<file path="config.mk">
export PLATFORM = sky130hd
export DESIGN_NAME = spi_master_param_flat
export DESIGN_NICKNAME = d
export VERILOG_FILES = /design/src/rtl/spi_master_param_pkg.sv /design/src/rtl/spi_master_param_if.sv /design/src/rtl/spi_master_param_sclk_gen.sv /design/src/rtl/spi_master_param.sv /design/src/flat_wrapper.sv
export SDC_FILE = /design/constraint.sdc
export NUM_CORES = 1
export LEC_CHECK = 0
export CORE_MARGIN = 3
export CORE_UTILIZATION = 45
export CTS_BUF_LIST = sky130_fd_sc_hd__clkbuf_16
export DETAILED_ROUTE_END_ITERATION = 8
export HOLD_SLACK_MARGIN = 0.12
export PLACE_DENSITY = 0.75
export SETUP_SLACK_MARGIN = 0.05
export SLEW_MARGIN = 20
export SYNTH_ARGS = -nofsm -noshare
export SYNTH_HDL_FRONTEND = slang
export SYNTH_SLANG_ARGS = --single-unit
</file>
<file path="constraint.sdc">
create_clock -name clk -period 3.87 [get_ports clk]
set_input_delay 0.387 -clock clk [delete_from_list [all_inputs] [get_ports clk]]
set_output_delay 0.387 -clock clk [all_outputs]
set_load 0.1 [all_outputs]
</file>
<file path="src/rtl/spi_master_param_pkg.sv">
// Shared types and constants for the parametrised SPI master.
// Holds the transfer-sequencer state encoding and the default read opcode.
package spi_pkg;

  typedef enum logic [2:0] {
    IDLE     = 3'd0,
    WAIT_RDY = 3'd1,
    SETUP    = 3'd2,
    TX       = 3'd3,
    RX       = 3'd4,
    HOLD     = 3'd5
  } spi_state_e;

  localparam logic [1:0] RD_OPC_DEF = 2'b11;

endpackage

</file>
<file path="src/rtl/spi_master_param_if.sv">
// Request/response bus between a controller and the SPI master.
// The controller drives requests through 'master'; the SPI block uses 'slave'.
interface spi_master_param_if #(
  parameter int CMD_W = 10,
  parameter int RD_W  = 8,
  parameter int SEL_W = 1
);

  logic             req_valid;
  logic             req_ready;
  logic [CMD_W-1:0] cmd_data;
  logic [SEL_W-1:0] ss_sel;
  logic             busy;
  logic             done;
  logic             rd_valid;
  logic [RD_W-1:0]  rd_data;
  logic             err_timeout;

  modport master (
    output req_valid, cmd_data, ss_sel,
    input  req_ready, busy, done, rd_valid, rd_data, err_timeout
  );

  modport slave (
    input  req_valid, cmd_data, ss_sel,
    output req_ready, busy, done, rd_valid, rd_data, err_timeout
  );

endinterface

</file>
<file path="src/rtl/spi_master_param_sclk_gen.sv">
// SCLK divider: toggles sclk every DIV enabled cycles and flags the cycle
// on whose closing edge sclk will rise or fall. clr forces sclk low and restarts.
module spi_sclk_gen #(
  parameter int DIV = 2
) (
  input  logic clk,
  input  logic rst_n,
  input  logic en,
  input  logic clr,
  output logic sclk,
  output logic rise_stb,
  output logic fall_stb
);

  localparam int CW = (DIV > 1) ? $clog2(DIV) : 1;

  logic [CW-1:0] cnt_r;
  logic          sclk_r;
  logic          wrap_s;

  // Strobes depend only on state and enable, never on clr, so the caller may use them to build clr.
  assign wrap_s   = en && (cnt_r == CW'(DIV - 1));
  assign rise_stb = wrap_s && !sclk_r;
  assign fall_stb = wrap_s && sclk_r;
  assign sclk     = sclk_r;

  // Half-period counter and SCLK toggle register.
  always_ff @(posedge clk or negedge rst_n) begin
    if (!rst_n) begin
      cnt_r  <= {CW{1'b0}};
      sclk_r <= 1'b0;
    end else if (clr) begin
      cnt_r  <= {CW{1'b0}};
      sclk_r <= 1'b0;
    end else if (wrap_s) begin
      cnt_r  <= {CW{1'b0}};
      sclk_r <= ~sclk_r;
    end else if (en) begin
      cnt_r  <= cnt_r + CW'(1);
    end else begin
      cnt_r  <= cnt_r;
    end
  end

endmodule

</file>
<file path="src/rtl/spi_master_param.sv">
// Parametrised mode-0 SPI master: waits for sready, shifts out a CMD_W command,
// optionally shifts in an RD_W response, then releases the slave select.
module spi_master_param
  import spi_pkg::*;
#(
  parameter int         CMD_W   = 10,
  parameter int         RD_W    = 8,
  parameter int         NUM_SS  = 1,
  parameter int         DIV     = 2,
  parameter logic [1:0] RD_OPC  = RD_OPC_DEF,
  parameter int         TIMEOUT = 255,
  parameter int         SEL_W   = (NUM_SS > 1) ? $clog2(NUM_SS) : 1
) (
  input  logic              clk,
  input  logic              rst_n,
  spi_master_param_if.slave bus,
  output logic              sclk,
  output logic              mosi,
  output logic [NUM_SS-1:0] ss_n,
  input  logic              miso,
  input  logic              sready
);

  localparam int MAXB   = (CMD_W > RD_W) ? CMD_W : RD_W;
  localparam int CNT_W  = $clog2(MAXB + 1);
  localparam int WAIT_W = (TIMEOUT > 1) ? $clog2(TIMEOUT) : 1;

  spi_state_e        state_r;
  logic [CMD_W-1:0]  cmd_sh_r;
  logic [SEL_W-1:0]  sel_r;
  logic [SEL_W-1:0]  sel_eff_s;
  logic              is_read_r;
  logic [WAIT_W-1:0] wait_cnt_r;
  logic [CNT_W-1:0]  bit_cnt_r;
  logic [RD_W-1:0]   rx_sh_r;
  logic [RD_W-1:0]   rd_data_r;
  logic [NUM_SS-1:0] ss_n_r;
  logic              mosi_r;
  logic              busy_r;
  logic              done_r;
  logic              rd_valid_r;
  logic              err_r;
  logic              req_ready_r;
  logic              gen_en_s;
  logic              gen_clr_s;
  logic              sclk_s;
  logic              rise_stb_s;
  logic              fall_stb_s;

  spi_sclk_gen #(.DIV(DIV)) u_sclk_gen (
    .clk      (clk),
    .rst_n    (rst_n),
    .en       (gen_en_s),
    .clr      (gen_clr_s),
    .sclk     (sclk_s),
    .rise_stb (rise_stb_s),
    .fall_stb (fall_stb_s)
  );

  assign sclk            = sclk_s;
  assign mosi            = mosi_r;
  assign ss_n            = ss_n_r;
  assign bus.req_ready   = req_ready_r;
  assign bus.busy        = busy_r;
  assign bus.done        = done_r;
  assign bus.rd_valid    = rd_valid_r;
  assign bus.rd_data     = rd_data_r;
  assign bus.err_timeout = err_r;

  // Out-of-range slave indices fall back to slave 0.
  always_comb begin
    sel_eff_s = {SEL_W{1'b0}};
    if (32'(bus.ss_sel) < 32'(NUM_SS)) begin
      sel_eff_s = bus.ss_sel;
    end else begin
      sel_eff_s = {SEL_W{1'b0}};
    end
  end

  // Divider control: a suppressed rise marks the end of the last data period and of HOLD.
  always_comb begin
    gen_en_s  = 1'b0;
    gen_clr_s = 1'b1;
    case (state_r)
      SETUP: begin
        gen_en_s  = 1'b1;
        gen_clr_s = 1'b0;
      end
      TX: begin
        gen_en_s = 1'b1;
        if (rise_stb_s && (bit_cnt_r == CNT_W'(CMD_W)) && !is_read_r) begin
          gen_clr_s = 1'b1;
        end else begin
          gen_clr_s = 1'b0;
        end
      end
      RX: begin
        gen_en_s = 1'b1;
        if (rise_stb_s && (bit_cnt_r == CNT_W'(RD_W))) begin
          gen_clr_s = 1'b1;
        end else begin
          gen_clr_s = 1'b0;
        end
      end
      HOLD: begin
        gen_en_s  = 1'b1;
        gen_clr_s = rise_stb_s;
      end
      default: begin
        gen_en_s  = 1'b0;
        gen_clr_s = 1'b1;
      end
    endcase
  end

  // Transfer sequencer with registered bus and SPI pin outputs.
  always_ff @(posedge clk or negedge rst_n) begin
    if (!rst_n) begin
      state_r     <= IDLE;
      cmd_sh_r    <= {CMD_W{1'b0}};
      sel_r       <= {SEL_W{1'b0}};
      is_read_r   <= 1'b0;
      wait_cnt_r  <= {WAIT_W{1'b0}};
      bit_cnt_r   <= {CNT_W{1'b0}};
      rx_sh_r     <= {RD_W{1'b0}};
      rd_data_r   <= {RD_W{1'b0}};
      ss_n_r      <= {NUM_SS{1'b1}};
      mosi_r      <= 1'b0;
      busy_r      <= 1'b0;
      done_r      <= 1'b0;
      rd_valid_r  <= 1'b0;
      err_r       <= 1'b0;
      req_ready_r <= 1'b1;
    end else begin
      done_r     <= 1'b0;
      rd_valid_r <= 1'b0;
      err_r      <= 1'b0;
      case (state_r)
        IDLE: begin
          if (bus.req_valid) begin
            cmd_sh_r    <= bus.cmd_data;
            sel_r       <= sel_eff_s;
            is_read_r   <= (bus.cmd_data[CMD_W-1 -: 2] == RD_OPC);
            wait_cnt_r  <= {WAIT_W{1'b0}};
            busy_r      <= 1'b1;
            req_ready_r <= 1'b0;
            state_r     <= WAIT_RDY;
          end else begin
            state_r     <= IDLE;
          end
        end
        WAIT_RDY: begin
          if (sready) begin
            ss_n_r  <= ~(NUM_SS'(1'b1) << sel_r);
            mosi_r  <= cmd_sh_r[CMD_W-1];
            state_r <= SETUP;
          end else if ((TIMEOUT != 0) && (wait_cnt_r == WAIT_W'(TIMEOUT - 1))) begin
            err_r       <= 1'b1;
            busy_r      <= 1'b0;
            req_ready_r <= 1'b1;
            state_r     <= IDLE;
          end else begin
            wait_cnt_r  <= wait_cnt_r + WAIT_W'(1);
          end
        end
        SETUP: begin
          if (rise_stb_s) begin
            bit_cnt_r <= CNT_W'(1);
            state_r   <= TX;
          end else begin
            state_r   <= SETUP;
          end
        end
        TX: begin
          // Zeros shift in behind the command, so mosi idles low after the last bit.
          if (fall_stb_s) begin
            mosi_r   <= cmd_sh_r[CMD_W-2];
            cmd_sh_r <= {cmd_sh_r[CMD_W-2:0], 1'b0};
          end else if (rise_stb_s) begin
            if (bit_cnt_r == CNT_W'(CMD_W)) begin
              mosi_r <= 1'b0;
              if (is_read_r) begin
                rx_sh_r   <= RD_W'({rx_sh_r, miso});
                bit_cnt_r <= CNT_W'(1);
                state_r   <= RX;
              end else begin
                state_r   <= HOLD;
              end
            end else begin
              bit_cnt_r <= bit_cnt_r + CNT_W'(1);
            end
          end else begin
            state_r <= TX;
          end
        end
        RX: begin
          if (rise_stb_s) begin
            if (bit_cnt_r == CNT_W'(RD_W)) begin
              state_r   <= HOLD;
            end else begin
              rx_sh_r   <= RD_W'({rx_sh_r, miso});
              bit_cnt_r <= bit_cnt_r + CNT_W'(1);
            end
          end else begin
            state_r <= RX;
          end
        end
        HOLD: begin
          if (rise_stb_s) begin
            ss_n_r      <= {NUM_SS{1'b1}};
            busy_r      <= 1'b0;
            done_r      <= 1'b1;
            req_ready_r <= 1'b1;
            state_r     <= IDLE;
            if (is_read_r) begin
              rd_data_r  <= rx_sh_r;
              rd_valid_r <= 1'b1;
            end else begin
              rd_data_r  <= rd_data_r;
            end
          end else begin
            state_r <= HOLD;
          end
        end
        default: begin
          ss_n_r      <= {NUM_SS{1'b1}};
          mosi_r      <= 1'b0;
          busy_r      <= 1'b0;
          req_ready_r <= 1'b1;
          state_r     <= IDLE;
        end
      endcase
    end
  end

endmodule

</file>
<file path="src/flat_wrapper.sv">
// flat-port wrapper written by rule: the top's interface ports become plain ports
module spi_master_param_flat import spi_pkg::*;
#(
  parameter int         CMD_W   = 10,
  parameter int         RD_W    = 8,
  parameter int         NUM_SS  = 1,
  parameter int         DIV     = 2,
  parameter logic [1:0] RD_OPC  = RD_OPC_DEF,
  parameter int         TIMEOUT = 255,
  parameter int         SEL_W   = (NUM_SS > 1) ? $clog2(NUM_SS) : 1
)
  (clk, rst_n, sclk, mosi, ss_n, miso, sready, bus_req_valid, bus_cmd_data, bus_ss_sel, bus_req_ready, bus_busy, bus_done, bus_rd_valid, bus_rd_data, bus_err_timeout);
  spi_master_param_if #(.CMD_W(CMD_W), .RD_W(RD_W), .SEL_W(SEL_W)) bus_i ();
  input  logic clk;
  input  logic rst_n;
  output logic sclk;
  output logic mosi;
  output logic [NUM_SS-1:0] ss_n;
  input  logic miso;
  input  logic sready;
  input wire logic [$bits(bus_i.req_valid)-1:0] bus_req_valid;
  input wire logic [$bits(bus_i.cmd_data)-1:0] bus_cmd_data;
  input wire logic [$bits(bus_i.ss_sel)-1:0] bus_ss_sel;
  output wire logic [$bits(bus_i.req_ready)-1:0] bus_req_ready;
  output wire logic [$bits(bus_i.busy)-1:0] bus_busy;
  output wire logic [$bits(bus_i.done)-1:0] bus_done;
  output wire logic [$bits(bus_i.rd_valid)-1:0] bus_rd_valid;
  output wire logic [$bits(bus_i.rd_data)-1:0] bus_rd_data;
  output wire logic [$bits(bus_i.err_timeout)-1:0] bus_err_timeout;
  assign bus_i.req_valid = bus_req_valid;
  assign bus_i.cmd_data = bus_cmd_data;
  assign bus_i.ss_sel = bus_ss_sel;
  assign bus_req_ready = bus_i.req_ready;
  assign bus_busy = bus_i.busy;
  assign bus_done = bus_i.done;
  assign bus_rd_valid = bus_i.rd_valid;
  assign bus_rd_data = bus_i.rd_data;
  assign bus_err_timeout = bus_i.err_timeout;
  spi_master_param #(.CMD_W(CMD_W), .RD_W(RD_W), .NUM_SS(NUM_SS), .DIV(DIV), .RD_OPC(RD_OPC), .TIMEOUT(TIMEOUT), .SEL_W(SEL_W)) u_core (.clk(clk), .rst_n(rst_n), .bus(bus_i), .sclk(sclk), .mosi(mosi), .ss_n(ss_n), .miso(miso), .sready(sready));
endmodule
</file>
# Yosys cells after proc, flatten, opt, wreduce, memory -nomap -nowiden
# Index checks and enable logic that the tools add are counted.
dict set report word_totals {
  wordCells 154
  ff_bits 52
  in_bits 16
  output_inout_bits 16
}
dict set report op_classes {
  shifts 1
  n_mux 69
  add_sub_neg 3
  n_lt_le_gt_ge 1
  bitwise_logic 5
  eq_ne 29
  n_reduce_logical 29
}
# op n
set ops {}
lappend ops {{8-bit 2-to-1 mux} 9}
lappend ops {{1-bit 2-to-1 mux} 33}
lappend ops {{8-bit case mux with 2 select lines} 2}
lappend ops {{4-bit 2-to-1 mux} 7}
lappend ops {{3-bit 2-to-1 mux} 8}
lappend ops {{10-bit 2-to-1 mux} 2}
lappend ops {{10-bit case mux with 2 select lines} 1}
lappend ops {{3-bit case mux with 6 select lines} 1}
lappend ops {{2-bit by 1-bit inequality test with 1-bit output, second input constant} 8}
lappend ops {{7-bit AND reduction} 2}
lappend ops {{2-bit inequality test, second input constant} 6}
lappend ops {{1-bit case mux with 4 select lines} 3}
lappend ops {{4-bit case mux with 3 select lines} 1}
lappend ops {{4-bit AND reduction} 3}
lappend ops {{4-bit OR reduction} 3}
lappend ops {{3-bit AND reduction} 3}
lappend ops {{8-bit by 1-bit adder with 8-bit output, second input constant} 1}
lappend ops {{4-bit == test, second input constant} 2}
lappend ops {{8-bit == test, second input constant} 1}
lappend ops {{2-bit nonzero test} 4}
lappend ops {{3-bit by 2-bit == test with 1-bit output, second input constant} 2}
lappend ops {{3-bit == test, second input constant} 2}
lappend ops {{1-bit logical AND} 6}
lappend ops {{3-bit by 1-bit inequality test with 1-bit output, second input constant} 2}
lappend ops {{16 further kinds} 25}

# Longest topological paths before layout
dict set report depth {
  ltp_word 10
  mapped_depth 6
  depth_no_buf 6
}

# Modules after synthesis
# Synthesis repeated with hierarchy kept, for this count alone.
dict set report unflattened {
  cells_unflattened 252
  area_unflattened_um2 2588.7
}
# module area_per_inst_um2 instances seq_area_each_um2 cells_per_inst
set by_module_without_submodules {}
lappend by_module_without_submodules {spi_master_param 2483.6 1 1228.7 242}
lappend by_module_without_submodules {spi_sclk_gen 105.1 1 50.0 10}

# Worst setup path before layout
# No wires, ideal clock.
dict set report synth_timing {
  path_kind {register to register}
  startpoint {register u_core.u_sclk_gen.sclk_r (netlist: u_core.u_sclk_gen.sclk)}
  endpoint {register u_core.mosi_r (netlist: u_core.mosi)}
  arrival_ps 1876
  setup_time_ps 125
  t_required_ps 3745
  path_stages_with_launch 5
  synth_period_minus_slack_ps 2001
  setup_slack_ps 1869
  path_buffers 0
  cell_sequence {dfrtp_1 -> nand3_1 -> nand3_1 -> and3_1 -> mux2_2}
}
dict set report synth_between {
  elab_chain_len 4
  elab_cells_between_ends 8
  classes_between {eq/ne: 2; mux: 2; reduce/logical: 4}
}
# element line_no
set synth_lines {}
lappend synth_lines {{start: declaration} spi_master_param_sclk_gen.sv:18} ;# logic sclk_r;
lappend synth_lines {{start signal: assignment} spi_master_param_sclk_gen.sv:37} ;# sclk_r <= ~sclk_r;
lappend synth_lines {{1-bit zero test} spi_master_param_sclk_gen.sv:23} ;# assign rise_stb = wrap_s && !sclk_r;
lappend synth_lines {{1-bit logical AND} spi_master_param_sclk_gen.sv:23}
lappend synth_lines {{3-bit by 1-bit inequality test with 1-bit output (no line)} -}
lappend synth_lines {{4-bit AND reduction (no line)} -}
lappend synth_lines {{end signal: assignment} spi_master_param.sv:155} ;# mosi_r <= cmd_sh_r[CMD_W-1];
lappend synth_lines {{end signal: assignment} spi_master_param.sv:177} ;# mosi_r <= cmd_sh_r[CMD_W-2];
lappend synth_lines {{end: declaration} spi_master_param.sv:38} ;# logic mosi_r;
# Parallel ways exist; a longest one is shown, timed or not.
# A chain may end at the register's enable or synchronous reset.

# Worst setup path after layout
dict set report layout_timing {
  startpoint {register u_core.req_ready_r (netlist: u_core.bus.req_ready)}
  endpoint {output bus_req_ready}
}
# element line_no
set layout_lines {}
lappend layout_lines {{start: declaration} spi_master_param.sv:43} ;# logic req_ready_r;
lappend layout_lines {{start signal: assignment} spi_master_param.sv:133} ;# req_ready_r <= 1'b1;
lappend layout_lines {{start signal: assignment} spi_master_param.sv:146} ;# req_ready_r <= 1'b0;
lappend layout_lines {{start signal: assignment} spi_master_param.sv:160} ;# req_ready_r <= 1'b1;
lappend layout_lines {{end: declaration} flat_wrapper.sv:24} ;# output wire logic [$bits(bus_i.req_ready)-1:0] bus_req_ready;
# No word-level cell between the ends.

==> impl_metrics.ini <==
[pwr]
pwr_density_cell_nw_per_um2 = 684
vdd_ir_drop_max_uv = 378
leakagePower_uw = 0.00147

[yosys]
yosys.area_share.simple_pct = 21.1
async_flop_share_pct = 100
ys_seq_elements = 51
synth_top_area_cell = dfrtp_1
syn_avg_cell_area_um2 = 10.8
synth_ff_type = dfrtp_1
yosys_warnings = 0
synth_top_area_share_pct = 45.3
synth_cell_types = 59
synth_edf_count = 0
syn_inst = 250
muxShareOfSynthArea_pct = 8.18
synth-xor-area-share_pct = 0.971
synth_most_common_cell = dfrtp_1
netlist_area_um2 = 2710
synth_nets = 272
synth_adder_area_share_pct = 2.77
synth_sequential_area_ratio_pct = 47.2
synth_compound_area_share_pct = 16.1
synth_top_family_by_area = simple AND/OR/NAND/NOR gates
synth_common_cells = dfrtp_1, nand2_1, mux2_2, nor2_1, o21ai_0
yosys-top-cells-area = dfrtp_1, mux2_2, nand2_1

[critical_path]
r2r_end = u_core.cmd_sh_r[7]
worstPathRequired_ps = 3480
r2r_cells = 4
cp_slowest_cell = clkdlybuf4s50_1
crit_family = buffers and inverters
cp.buffers_inverters = 1
timing.rr.start = u_core.state_r[1]
worstPathArrival_ps = 1980
end_kind = primary output
crit_type = flop to primary output
cp_cell_sequence = clkdlybuf4s50_1
critPathMaxFanout = 4
r2r_slack_ps = 1570
setup.worst_path.start_class = flop
cp_slowest_stage_delay_ps = 1140

[clocking]
clk_pin_slew_ps = 70
tritoncts = done
worstSkewPairLatency_ps = 280
numCtsBuffers = 5
cts_buffer_depth = 2
htree_levels = 2
post_cts_buffers = 0
cts.sinks = 51
cts-root-buf = clkbuf_16

[finish]
drive_above_1_share_pct = 17.4
nNetsFinal = 302
final_util_pct = 56.7
regArea_um2 = 1280
nFillCells = 497
syn_to_final_growth_pct = 18.9
diodes = 0
multiInputGateArea_um2 = 1330

[sta]
setup_viol = 0
maxSlewHeadroom_pct = 34.9
finalCriticalPeriod_ps = 2370
rsz0062_at_grt = no
slew_viol_final = 0
timing.final.crit_share_pct = 61.2
fmax_mhz = 422
skew_ps = 3.96
tns_ps = 0
worstMarginPinSlew_ps = 973
hold_violations = 0

[outcome]
status = complete, no violations

[hold_path]
hold_class = primary input to async pin

[floorplanning]
io_pins = 32
core_area_um2 = 5680
dieArea_um2 = 6980
num_rows = 27
die_x_um = 83.6
die_y_um = 83.6
initial_utilization_pct = 47.7

[place]
place_congestion = 0.840
portBuffers = 30
place_hpwl_mm = 3.59

[route]
drtIter0Drc = 113
ant_nets = 0
drcViolationCount = 0
vias_per_cell = 5.55
first_pass_iters = 4
wl_mm = 4.99
vias = 1958
wl_per_cell_um = 14.1

[global_route]
grt_overflow_total = 0
grt_pass1_vias = 1884
grt_usage_pct = 14.8
grt_max_degree = 41
grt_pass1_wl_mm = 8.64
antenna_found_initial = 0

[flow_run]
cap_violations = 0
-- stage by stage --
stage                     instances  power [µW]  setup WS [ps]  hold WS (ps)  cell area [µm²]
final                           353        2200           1500           503             3220
after global placement          344        1700           1600           283             3040
after CTS                       353        2220           1490           508             3220
after global routing            353        2340           1310           530             3220
after floorplan                 250        1550           1870          91.4             2710
after detailed placement        344        1720           1580           286             3040
-- layout by cell type (no fill, tap or decap), types with 3 or more instances in the layout --
cell,synthesis,layout
clkdlybuf4s50_1,0,29
mux2i_1,3,3
xor2_1,3,3
and3b_1,3,3
o31ai_1,3,3
and3_1,3,3
dfrtp_1,49,49
nor2b_1,3,3
ha_1,6,6
and2_1,3,3
clkbuf_16,0,5
a31oi_1,10,10
inv_1,10,10
a21oi_1,7,7
mux2_2,17,17
nor2_1,17,17
nand2b_1,5,5
nand2_1,28,28
nand3_1,10,10
o21ai_0,11,11
o211ai_1,4,4
-- cells by family after synthesis --
family | count (synthesis)
compound gates | 58
xor+xnor | 3
fa+ha+maj | 6
buf+inv | 19
flops | 51
mux | 20
simple gates | 93
-- metal layers --
metal | wire length, µm | part of all wire, % | track usage (%) | vias up
li1 | - | - | - | 970
met1 | 2460 | 49 | 20.3 | 956
met2 | 2350 | 47 | 24.3 | 29
met3 | 152 | 3.0 | 3.46 | 3
met4 | 31 | 0.62 | 2.63 | 0
met5 | 0 | 0 | 0 | -
-- report_power, final --
group          total [µW]  leakage [µW]  internal, µW  switching, µW
combinational         853      0.000729           335            518
sequential            856      0.000656           668            188
clock                 493     0.0000838           305            188
-- how the worst max path moves through the flow --
| stage | from | to | slack [ps] | cells after the start |
|---|---|---|---|---|
| after floorplan | u_core.u_sclk_gen.sclk | u_core.mosi | 1870 | 4 |
| after global placement | u_core.state_r[1] | u_core.bit_cnt_r[0] | 1600 | 5 |
| after detailed placement | u_core.state_r[1] | u_core.cmd_sh_r[7] | 1580 | 4 |
| after CTS | u_core.bus.req_ready | bus_req_ready | 1490 | 1 |
| after global routing | u_core.state_r[1] | u_core.cmd_sh_r[2] | 1310 | 4 |
| final | u_core.bus.req_ready | bus_req_ready | 1500 | 1 |
-- sequential cells by signal (all words and copies together), names as in the netlist --
signal and count:
u_core.bit_cnt_r 4, u_core.bus.busy 1, u_core.bus.done 1, u_core.bus.err_timeout 1, u_core.bus.rd_data 8, u_core.bus.rd_valid 1, u_core.bus.req_ready 1, u_core.cmd_sh_r 10
u_core.is_read_r 1, u_core.mosi 1, u_core.rx_sh_r 8, u_core.ss_n 1, u_core.state_r 3, u_core.u_sclk_gen.cnt_r 1, u_core.u_sclk_gen.sclk 1, u_core.wait_cnt_r 8
-- worst reg2reg max path, stage by stage (launching register included) --
cell,delay (ps)
dfrtp_1,830
nand3b_1,580
o21ai_4,580
nor2_1,80
a31oi_1,160
-- layout make-up --
cell class	instances	area share, %
Clock buffer	5	3.89
Clock inverter	3	1.36
Inverter	10	1.17
Multi-Input combinational cell	180	41.3
Sequential cell	51	39.7
Tap cell	72	2.80
Timing Repair Buffer	32	9.72
-- timing repair --
| item | CTS | global route |
|---|---|---|
| resized for setup | 0 | 0 |
| endpoints found under the hold margin | 9 | 0 |
| hold buffers | 1 | 0 |
No activity file was read; power rests on OpenSTA's default activity.
